File: src/rtl/alu_test_sequencer_if.sv
`default_nettype none
// ----------------------------------------------------------------------------
// Module  : alu_test_sequencer_if
// Purpose : operand/opcode request and result handshake between the
//           sequencer (master) and the ALU under test (slave).
// Rev     : 1.0
// ----------------------------------------------------------------------------
interface alu_test_sequencer_if #(
  parameter int WIDTH = 7
);
  logic [WIDTH-1:0] A;
  logic [WIDTH-1:0] B;
  logic [1:0]       OP;
  logic             req;
  logic [WIDTH-1:0] res;
  logic             res_valid;

  modport master (output A, B, OP, req, input res, res_valid);
  modport slave  (input A, B, OP, req, output res, res_valid);
endinterface
`default_nettype wire

File: src/rtl/alu_test_sequencer.sv
`default_nettype none
// ----------------------------------------------------------------------------
// Module  : alu_test_sequencer
// Purpose : LFSR-driven stimulus run of NUM_VEC vectors against the shift/
//           logic ALU, checked by an internal golden model.
// Rev     : 1.0
// ----------------------------------------------------------------------------
module alu_test_sequencer #(
  parameter int               WIDTH   = 7,
  parameter int               NUM_VEC = 8,
  parameter logic [WIDTH-1:0] SEED    = 7'h55,
  parameter logic [WIDTH-1:0] TAPS    = 7'h60,
  parameter int               TIMEOUT = 16,
  localparam int              ERRW    = $clog2(NUM_VEC + 1),
  localparam int              IDXW    = (NUM_VEC > 1) ? $clog2(NUM_VEC) : 1
) (
  input  wire logic             clk,
  input  wire logic             reset_n,
  input  wire logic             start,
  alu_test_sequencer_if.master  bus,
  output logic                  busy,
  output logic                  done,
  output logic                  pass,
  output logic [ERRW-1:0]       err_count,
  output logic [IDXW-1:0]       vec_idx
);

  localparam int               TMOW     = $clog2(TIMEOUT + 1);
  localparam logic [WIDTH-1:0] SEED_EFF = (SEED == '0) ? '1 : SEED;
  localparam logic [TMOW-1:0]  TMO_LAST = TMOW'(TIMEOUT - 1);
  localparam logic [IDXW-1:0]  IDX_LAST = IDXW'(NUM_VEC - 1);

  typedef enum logic [2:0] {
    S_IDLE  = 3'd0,
    S_DRIVE = 3'd1,
    S_WAIT  = 3'd2,
    S_NEXT  = 3'd3,
    S_DONE  = 3'd4
  } state_t;

  state_t           state_q, state_d;
  logic [WIDTH-1:0] lfsr_q, lfsr_d;
  logic [WIDTH-1:0] a_q, a_d;
  logic [WIDTH-1:0] b_q, b_d;
  logic [1:0]       op_q, op_d;
  logic             req_q, req_d;
  logic             busy_q, busy_d;
  logic             done_q, done_d;
  logic             pass_q, pass_d;
  logic [ERRW-1:0]  err_q, err_d;
  logic [IDXW-1:0]  idx_q, idx_d;
  logic [TMOW-1:0]  tmo_q, tmo_d;
  logic [WIDTH-1:0] w_gold;
  logic             w_b_oor;

  // Shift amounts of WIDTH or more flush the operand completely.
  assign w_b_oor = (32'(b_q) >= 32'(WIDTH));

  always_comb begin
    w_gold = '0;
    case (op_q)
      2'b00:   w_gold = ~a_q;
      2'b01:   if (!w_b_oor) w_gold = a_q >> b_q;
      2'b10:   if (!w_b_oor) w_gold = a_q << b_q;
      default: w_gold = a_q & b_q;
    endcase
  end

  always_comb begin
    state_d = state_q;
    lfsr_d  = lfsr_q;
    a_d     = a_q;
    b_d     = b_q;
    op_d    = op_q;
    req_d   = 1'b0;
    err_d   = err_q;
    idx_d   = idx_q;
    tmo_d   = tmo_q;

    case (state_q)
      S_IDLE, S_DONE: begin
        if (start) begin
          lfsr_d  = SEED_EFF;
          idx_d   = '0;
          err_d   = '0;
          state_d = S_DRIVE;
        end
      end
      S_DRIVE: begin
        a_d     = lfsr_q;
        b_d     = {lfsr_q[WIDTH-2:0], lfsr_q[WIDTH-1]};
        op_d    = 2'(idx_q);
        req_d   = 1'b1;
        tmo_d   = '0;
        state_d = S_WAIT;
      end
      S_WAIT: begin
        // A result on the last allowed cycle is still compared, not timed out.
        if (bus.res_valid) begin
          if (bus.res != w_gold) err_d = err_q + 1'b1;
          state_d = S_NEXT;
        end else if (tmo_q == TMO_LAST) begin
          err_d   = err_q + 1'b1;
          state_d = S_NEXT;
        end else begin
          tmo_d = tmo_q + 1'b1;
        end
      end
      S_NEXT: begin
        lfsr_d = lfsr_q[0] ? ((lfsr_q >> 1) ^ TAPS) : (lfsr_q >> 1);
        if (idx_q == IDX_LAST) begin
          state_d = S_DONE;
        end else begin
          idx_d   = idx_q + 1'b1;
          state_d = S_DRIVE;
        end
      end
      default: state_d = S_IDLE;
    endcase

    busy_d = (state_d == S_DRIVE) || (state_d == S_WAIT) || (state_d == S_NEXT);
    done_d = (state_d == S_DONE);
    pass_d = done_d && (err_d == '0);
  end

  always_ff @(posedge clk or negedge reset_n) begin
    if (!reset_n) begin
      state_q <= S_IDLE;
      lfsr_q  <= SEED_EFF;
      a_q     <= '0;
      b_q     <= '0;
      op_q    <= '0;
      req_q   <= 1'b0;
      busy_q  <= 1'b0;
      done_q  <= 1'b0;
      pass_q  <= 1'b0;
      err_q   <= '0;
      idx_q   <= '0;
      tmo_q   <= '0;
    end else begin
      state_q <= state_d;
      lfsr_q  <= lfsr_d;
      a_q     <= a_d;
      b_q     <= b_d;
      op_q    <= op_d;
      req_q   <= req_d;
      busy_q  <= busy_d;
      done_q  <= done_d;
      pass_q  <= pass_d;
      err_q   <= err_d;
      idx_q   <= idx_d;
      tmo_q   <= tmo_d;
    end
  end

  assign bus.A     = a_q;
  assign bus.B     = b_q;
  assign bus.OP    = op_q;
  assign bus.req   = req_q;
  assign busy      = busy_q;
  assign done      = done_q;
  assign pass      = pass_q;
  assign err_count = err_q;
  assign vec_idx   = idx_q;

endmodule
`default_nettype wire
File: src/flat_wrapper.sv
// flat-port wrapper written by rule: the top's interface ports become plain ports
module alu_test_sequencer_flat 
#(
  parameter int               WIDTH   = 7,
  parameter int               NUM_VEC = 8,
  parameter logic [WIDTH-1:0] SEED    = 7'h55,
  parameter logic [WIDTH-1:0] TAPS    = 7'h60,
  parameter int               TIMEOUT = 16,
  localparam int              ERRW    = $clog2(NUM_VEC + 1),
  localparam int              IDXW    = (NUM_VEC > 1) ? $clog2(NUM_VEC) : 1
)
  (clk, reset_n, start, busy, done, pass, err_count, vec_idx, bus_A, bus_B, bus_OP, bus_req, bus_res, bus_res_valid);
  alu_test_sequencer_if #(.WIDTH(WIDTH)) bus_i ();
  input  wire logic clk;
  input  wire logic reset_n;
  input  wire logic start;
  output logic busy;
  output logic done;
  output logic pass;
  output logic [ERRW-1:0] err_count;
  output logic [IDXW-1:0] vec_idx;
  output wire logic [$bits(bus_i.A)-1:0] bus_A;
  output wire logic [$bits(bus_i.B)-1:0] bus_B;
  output wire logic [$bits(bus_i.OP)-1:0] bus_OP;
  output wire logic [$bits(bus_i.req)-1:0] bus_req;
  input wire logic [$bits(bus_i.res)-1:0] bus_res;
  input wire logic [$bits(bus_i.res_valid)-1:0] bus_res_valid;
  assign bus_A = bus_i.A;
  assign bus_B = bus_i.B;
  assign bus_OP = bus_i.OP;
  assign bus_req = bus_i.req;
  assign bus_i.res = bus_res;
  assign bus_i.res_valid = bus_res_valid;
  alu_test_sequencer #(.WIDTH(WIDTH), .NUM_VEC(NUM_VEC), .SEED(SEED), .TAPS(TAPS), .TIMEOUT(TIMEOUT)) u_core (.clk(clk), .reset_n(reset_n), .start(start), .bus(bus_i), .busy(busy), .done(done), .pass(pass), .err_count(err_count), .vec_idx(vec_idx));
endmodule
File: config.mk
export PLATFORM = sky130hd
export DESIGN_NAME = alu_test_sequencer_flat
export DESIGN_NICKNAME = d
export VERILOG_FILES = /design/src/rtl/alu_test_sequencer_if.sv /design/src/rtl/alu_test_sequencer.sv /design/src/flat_wrapper.sv
export SDC_FILE = /design/constraint.sdc
export NUM_CORES = 1
export LEC_CHECK = 0
export CORE_ASPECT_RATIO = 1.75
export CORE_MARGIN = 3
export CORE_UTILIZATION = 30
export DETAILED_ROUTE_END_ITERATION = 8
export HOLD_SLACK_MARGIN = 0.02
export PLACE_DENSITY = 0.56
export SYNTH_ARGS = -nofsm -noshare
export SYNTH_HDL_FRONTEND = slang
export SYNTH_SLANG_ARGS = --single-unit
export TNS_END_PERCENT = 1
File: constraint.sdc
create_clock -name clk -period 4.25 [get_ports clk]
set_clock_uncertainty 0.15 [all_clocks]
set_input_delay 0.85 -clock clk [delete_from_list [all_inputs] [get_ports clk]]
set_output_delay 0.85 -clock clk [all_outputs]
set_load 0.02 [all_outputs]
Yosys cells after proc, flatten, opt, wreduce, memory -nomap -nowiden
Index checks and enable logic that the tools add are counted.
Operators by class
  add/sub/neg operators: 3
  magnitude comparators: 1
  equal/unequal tests: 17
  shift operators: 2
  muxes and demuxes: 23
  bitwise logic cells: 3
  reductions and logical operators: 12
Operators with widths (number)
  $mux 7: 4
  $pmux 7 s3: 1
  $mux 3: 6
  $mux 4: 4
  $pmux 7 s2: 1
  $eq 3x2->1 const B: 4
  $pmux 3 s4: 1
  $mux 5: 2
  $pmux 5 s2: 1
  $eq 3x3->1 const B: 3
  $ne 2x2->1 const B: 4
  $pmux 4 s2: 1
  $and 7x7->7: 1
  $ge 7x3->1 const B: 1
  $ne 7x7->1: 1
  $not 7->7: 1
  $shl 7x7->7: 1
  $shr 7x7->7: 1
  $eq 3x1->1 const B: 2
  $pmux 3 s2: 1
  $reduce_and 3->1: 2
  $add 5x1->5 const B: 1
  $eq 5x4->1 const B: 1
  $add 4x1->4 const B: 1
  13 further kinds: 15
Storage, ports and cells
  bits in registers: 42
  input bits: 11
  output and inout bits: 27

Longest topological paths before layout
  depth after elaboration: 9
  depth in mapped cells: 9
  mapped depth without buffers: 9

Worst setup path before layout
OpenSTA, ideal clock, no wires.
  kind: register to register
  start: register u_core.b_q[5], in the netlist u_core.bus.B[5]
  end: register u_core.pass_q, in the netlist u_core.pass
  data arrival time: 2600 ps
  path slack: 1406 ps
  cell stages (with the launch flop): 8
  path buffers: 0
  clock period less this slack: 2844 ps
  path through: dfrtp_1 -> or4_4 -> or4_1 -> o211ai_2 -> nand4_4 -> o21ai_1 -> or3b_4 -> nor4b_4
On the way
  cells in the longest elaborated chain, start to end: 9
Ends and longest elaborated chain
  start, declared: line alu_test_sequencer.sv:44  | logic [WIDTH-1:0] b_q, b_d;
  start signal, assigned: line alu_test_sequencer.sv:131  | b_q <= '0;
  start signal, assigned: line alu_test_sequencer.sv:144  | b_q <= b_d;
  $ge 7x3->1, or another cell as far along: line alu_test_sequencer.sv:57  | assign w_b_oor = (32'(b_q) >= 32'(WIDTH));
  $mux 7, on equally long branches: line alu_test_sequencer.sv:64, alu_test_sequencer.sv:63
  $pmux 7 s3 *: line alu_test_sequencer.sv:61  | case (op_q)
  $ne 7x7->1 *: line alu_test_sequencer.sv:100  | if (bus.res != w_gold) err_d = err_q + 1'b1;
  $mux 4 *: line alu_test_sequencer.sv:100
  $mux 4 *: line alu_test_sequencer.sv:99  | if (bus.res_valid) begin
  $pmux 4 s2 *: line alu_test_sequencer.sv:80  | case (state_q)
  net u_core.err_d[0]: line alu_test_sequencer.sv:50  | logic [ERRW-1:0] err_q, err_d;
  $logic_not 4->1 *: line alu_test_sequencer.sv:123  | pass_d = done_d && (err_d == '0);
  $logic_and 1x1->1 *: line alu_test_sequencer.sv:123
  net u_core.pass_d: line alu_test_sequencer.sv:49  | logic pass_q, pass_d;
  end signal, assigned: line alu_test_sequencer.sv:149  | pass_q <= pass_d;
  end, declared: line alu_test_sequencer.sv:49
The timed path passes the listed nets; every way through them passes the cells marked *.
A chain may end at the register's enable or synchronous reset.

Worst setup path after layout
  start: input bus_res_valid
  end: register u_core.pass_q, in the netlist u_core.pass
On the way
  cells in the longest elaborated chain, start to end: 4
Ends and longest elaborated chain
  start, declared: line flat_wrapper.sv:27  | input wire logic [$bits(bus_i.res_valid)-1:0] bus_res_valid;
  $mux 4: line alu_test_sequencer.sv:99
  $pmux 4 s2: line alu_test_sequencer.sv:80
  net u_core.err_d[0]: line alu_test_sequencer.sv:50
  $logic_not 4->1: line alu_test_sequencer.sv:123
  $logic_and 1x1->1: line alu_test_sequencer.sv:123
  net u_core.pass_d: line alu_test_sequencer.sv:49
The timed path passes the listed nets, and every way through them passes these cells.

==> metrics.yaml <==
outcome:
  status: "complete, no violations"
global_route:
  grt_use_total: 0.141
  grt_pass1_vias: 1881
  antenna_found_initial: 0
  grt_start_max_net_pins: 36
  grt_overflow: 0
  grt_pass1_wl_um: 9470
synthesis:
  synth.distinct_cells: 49
  yosys_warnings: 0
  synthCells: 257
  async_reset_ff_frac: 1.00
  avgSynthCellArea_um2: 8.72
  ys_ff_latch: 35
  synthTopCellsByArea: "dfrtp_1 35%, nand2_1 7.5%, mux2_2 5.0%"
  seq_area_frac_synth: 0.393
  synth.cell_area_um2: 2240
  ys.flop_type: "dfrtp_1"
  synth_nets: 273
  synth_top_cell_area_share: 0.346
  synth_area_leader_cell: "dfrtp_1"
  synth-edff-count: 0
timing:
  finalSetupTns_ps: 0
  slew_viol_final: 0
  rsz0062_at_grt: "no"
  fmax_mhz: 324
  setup_viol: 0
  finalHoldViolCount: 0
  worst_slew_pin_slew_ps: 757
  relSlewSlack: 0.493
  finalCriticalPeriod_ps: 3080
  final.period_utilization: 0.725
placement:
  dp_hpwl_um: 4230
  place_congestion: 0.816
  port-buffer-count: 37
clocking:
  tritoncts: "done"
  cts-root-buf: "clkbuf_16"
  clk_latency_ps: 280
  ctsResizeCount: 0
  cts.sinks: 35
  ctsHoldBuffers: 0
  clk_pin_slew_ps: 50
  numCtsBuffers: 5
  cts.path.max_buffers: 2
  h-tree-depth: 2
  cts_setup_buffers: 0
route:
  via_per_inst: 5.39
  post-route-drc-count: 0
  ant_nets: 0
  wl_met1_um: 2210
  vias: 1974
  drt_iter0_drc: 75
  top_layer: "met4"
  first_pass_iters: 4
  route.met3.wl_um: 186
  wl_per_cell_um: 15.6
  routed_wl_um: 5720
  wl_met2_um: 3200
critical_path:
  cp_max_fo: 5
  cp.buffers_inverters: 1
  start_kind: "input port"
  end_kind: "flop"
  critical_path.top_delay_family: "simple AND/OR/NAND/NOR gates"
  arrival_ps: 3120
  max_stage_delay_ps: 610
  worstSetupPathType: "input port to flop"
  ff2ff_path_depth: 7
  reg2reg_from: "u_core.bus.B[5]$_DFFE_PN0P_"
  crit_chain: "clkdlybuf4s50_1 -> or4b_2 -> a22oi_2 -> nand4_4 -> o21ai_1 -> or3b_4 -> nor4b_4"
  cp.required_ps: 4290
  crit_path_start: "bus_res_valid"
  worst-r2r-setup-slack_ps: 1240
  r2r_end: "u_core.pass$_DFF_PN0_"
  crit_slowest_cell: "or4b_2"
final_layout:
  area_growth_pct: 24.2
  n_antenna_cell: 0
  finalNetCount: 295
  fillers: 758
  drive_gt1_frac: 0.125
hold_path:
  worstHoldPathCells: 2
  hold_class: "flop to flop"
  min_to: "u_core.tmo_q[4]$_DFFE_PN0P_"
  worstHoldStart: "u_core.tmo_q[4]$_DFFE_PN0P_"
floorplan:
  dieHeight_um: 120
  dieArea_um2: 8580
  initial_core_util: 0.310
  ios: 38
  row_count: 41
  core-area_um2: 7230
  die_w_um: 71.3
flow_run:
  maxCapViolCount: 0
power_and_ir_drop:
  leakage_uw: 0.00113
  power_density_nw_per_um2: 780
  vdd_drop_max_v: 0.000252
  finalPower_uw: 2170
==> flip-flops by register name, indices dropped and copies added (netlist names), 2 cells and up <==
register,cells
u_core.lfsr_q,7
u_core.bus.B,6
u_core.tmo_q,5
u_core.err_count,4
u_core.state_q,3
u_core.vec_idx,3
u_core.bus.OP,2
==> worst max path at each step <==
stage	endpoint	slack [ps]	depth (start not counted)
final	u_core.pass$_DFF_PN0_	1170	7
after global routing	u_core.pass$_DFF_PN0_	1070	7
after CTS	u_core.pass$_DFF_PN0_	1170	7
after detailed placement	u_core.pass$_DFF_PN0_	870	7
after global placement	u_core.pass$_DFF_PN0_	890	7
after floorplan	u_core.pass$_DFF_PN0_	1410	7
==> cells in the final DEF, fill, tap and decap left out, drive strengths merged, types with 2 or more instances in the layout <==
| master | count |
|---|---|
| nand2 | 45 |
| o21ai | 21 |
| nand3 | 4 |
| xnor2 | 3 |
| and4 | 7 |
| mux2 | 10 |
| buf | 2 |
| nor2 | 14 |
| nor3 | 14 |
| or3 | 6 |
| or4 | 3 |
| clkbuf | 5 |
| clkdlybuf4s50 | 37 |
| or3b | 2 |
| nor4b | 2 |
| clkinv | 2 |
| inv | 6 |
| and3 | 3 |
| a31oi | 7 |
| dfrtp | 31 |
| nor4 | 5 |
| nand4 | 3 |
| ha | 5 |
| nor2b | 4 |
| a21o | 4 |
| o41ai | 2 |
| dfstp | 4 |
| a21oi | 3 |
| nand2b | 3 |
| a22oi | 2 |
| o211ai | 9 |
==> area by class of cell <==
type / count / area, um^2 / area share
multi-input combinational: 192 / 1220 / 0.438
tap: 86 / 108 / 0.0387
sequential: 35 / 881 / 0.317
timing repair buffer: 39 / 385 / 0.138
clock inverter: 3 / 43.8 / 0.0157
inverter: 6 / 22.5 / 0.00809
clock buffer: 5 / 125 / 0.0450
==> cell usage after synthesis (2+ instances only) <==
master	number
a21o_1	4
a21oi_1	3
a31oi_1	7
and3_1	3
and4_1	7
buf_1	2
buf_2	3
buf_4	7
clkbuf_1	12
dfrtp_1	31
dfstp_2	4
ha_1	5
inv_1	6
mux2_2	10
nand2_1	45
nand2b_1	3
nand3_1	4
nand4_1	2
nor2_1	14
nor2b_1	4
nor3_1	14
nor4_1	5
o211ai_1	7
o211ai_2	2
o21ai_0	18
o21ai_1	3
o41ai_1	2
or3_1	6
or4_1	2
xnor2_1	3
==> per-stage QoR <==
| stage | setup WS [ps] | instances | cell area [um^2] | hold WS (ps) | utilization |
|---|---|---|---|---|---|
| detailed placement | 867 | 358 | 2610 | 351 | 0.361 |
| CTS | 1170 | 366 | 2780 | 363 | 0.385 |
| global placement | 886 | 358 | 2610 | 350 | 0.361 |
| floorplan | 1410 | 257 | 2240 | 320 | - |
| finish | 1170 | 366 | 2780 | 354 | 0.385 |
| global route | 1070 | 366 | 2780 | 389 | 0.385 |
==> power by group <==
group / internal, uW / switching [uW] / total, uW
Clock: 276 / 139 / 415
Sequential: 475 / 250 / 725
Combinational: 486 / 545 / 1030
Total: 1240 / 934 / 2170
==> worst min-delay path, delay by kind of cell, from the launching register on <==
kind,cells,cell delay [ps]
and+or+nand+nor,1,50
AOI/OAI and AO/OA,1,60
DFF,1,360
==> cell families after synthesis <==
logic type | count (synthesis) | synth area share
and+or+nand+nor | 119 | 0.289
muxes | 11 | 0.0547
adders and majority gates | 5 | 0.0279
buffers and inverters | 30 | 0.0636
xor gates and xnor gates | 4 | 0.0156
AOI/OAI and AO/OA | 53 | 0.156
DFF | 35 | 0.393
==> routing by layer <==
| layer | track usage | vias up |
|---|---|---|
| met1 | 0.146 | 957 |
| met2 | 0.267 | 38 |
| li1 | - | 969 |
| met5 | 0 | - |
| met4 | 0.0612 | 0 |
| met3 | 0.0241 | 10 |
No activity file was read; power rests on OpenSTA's default activity.
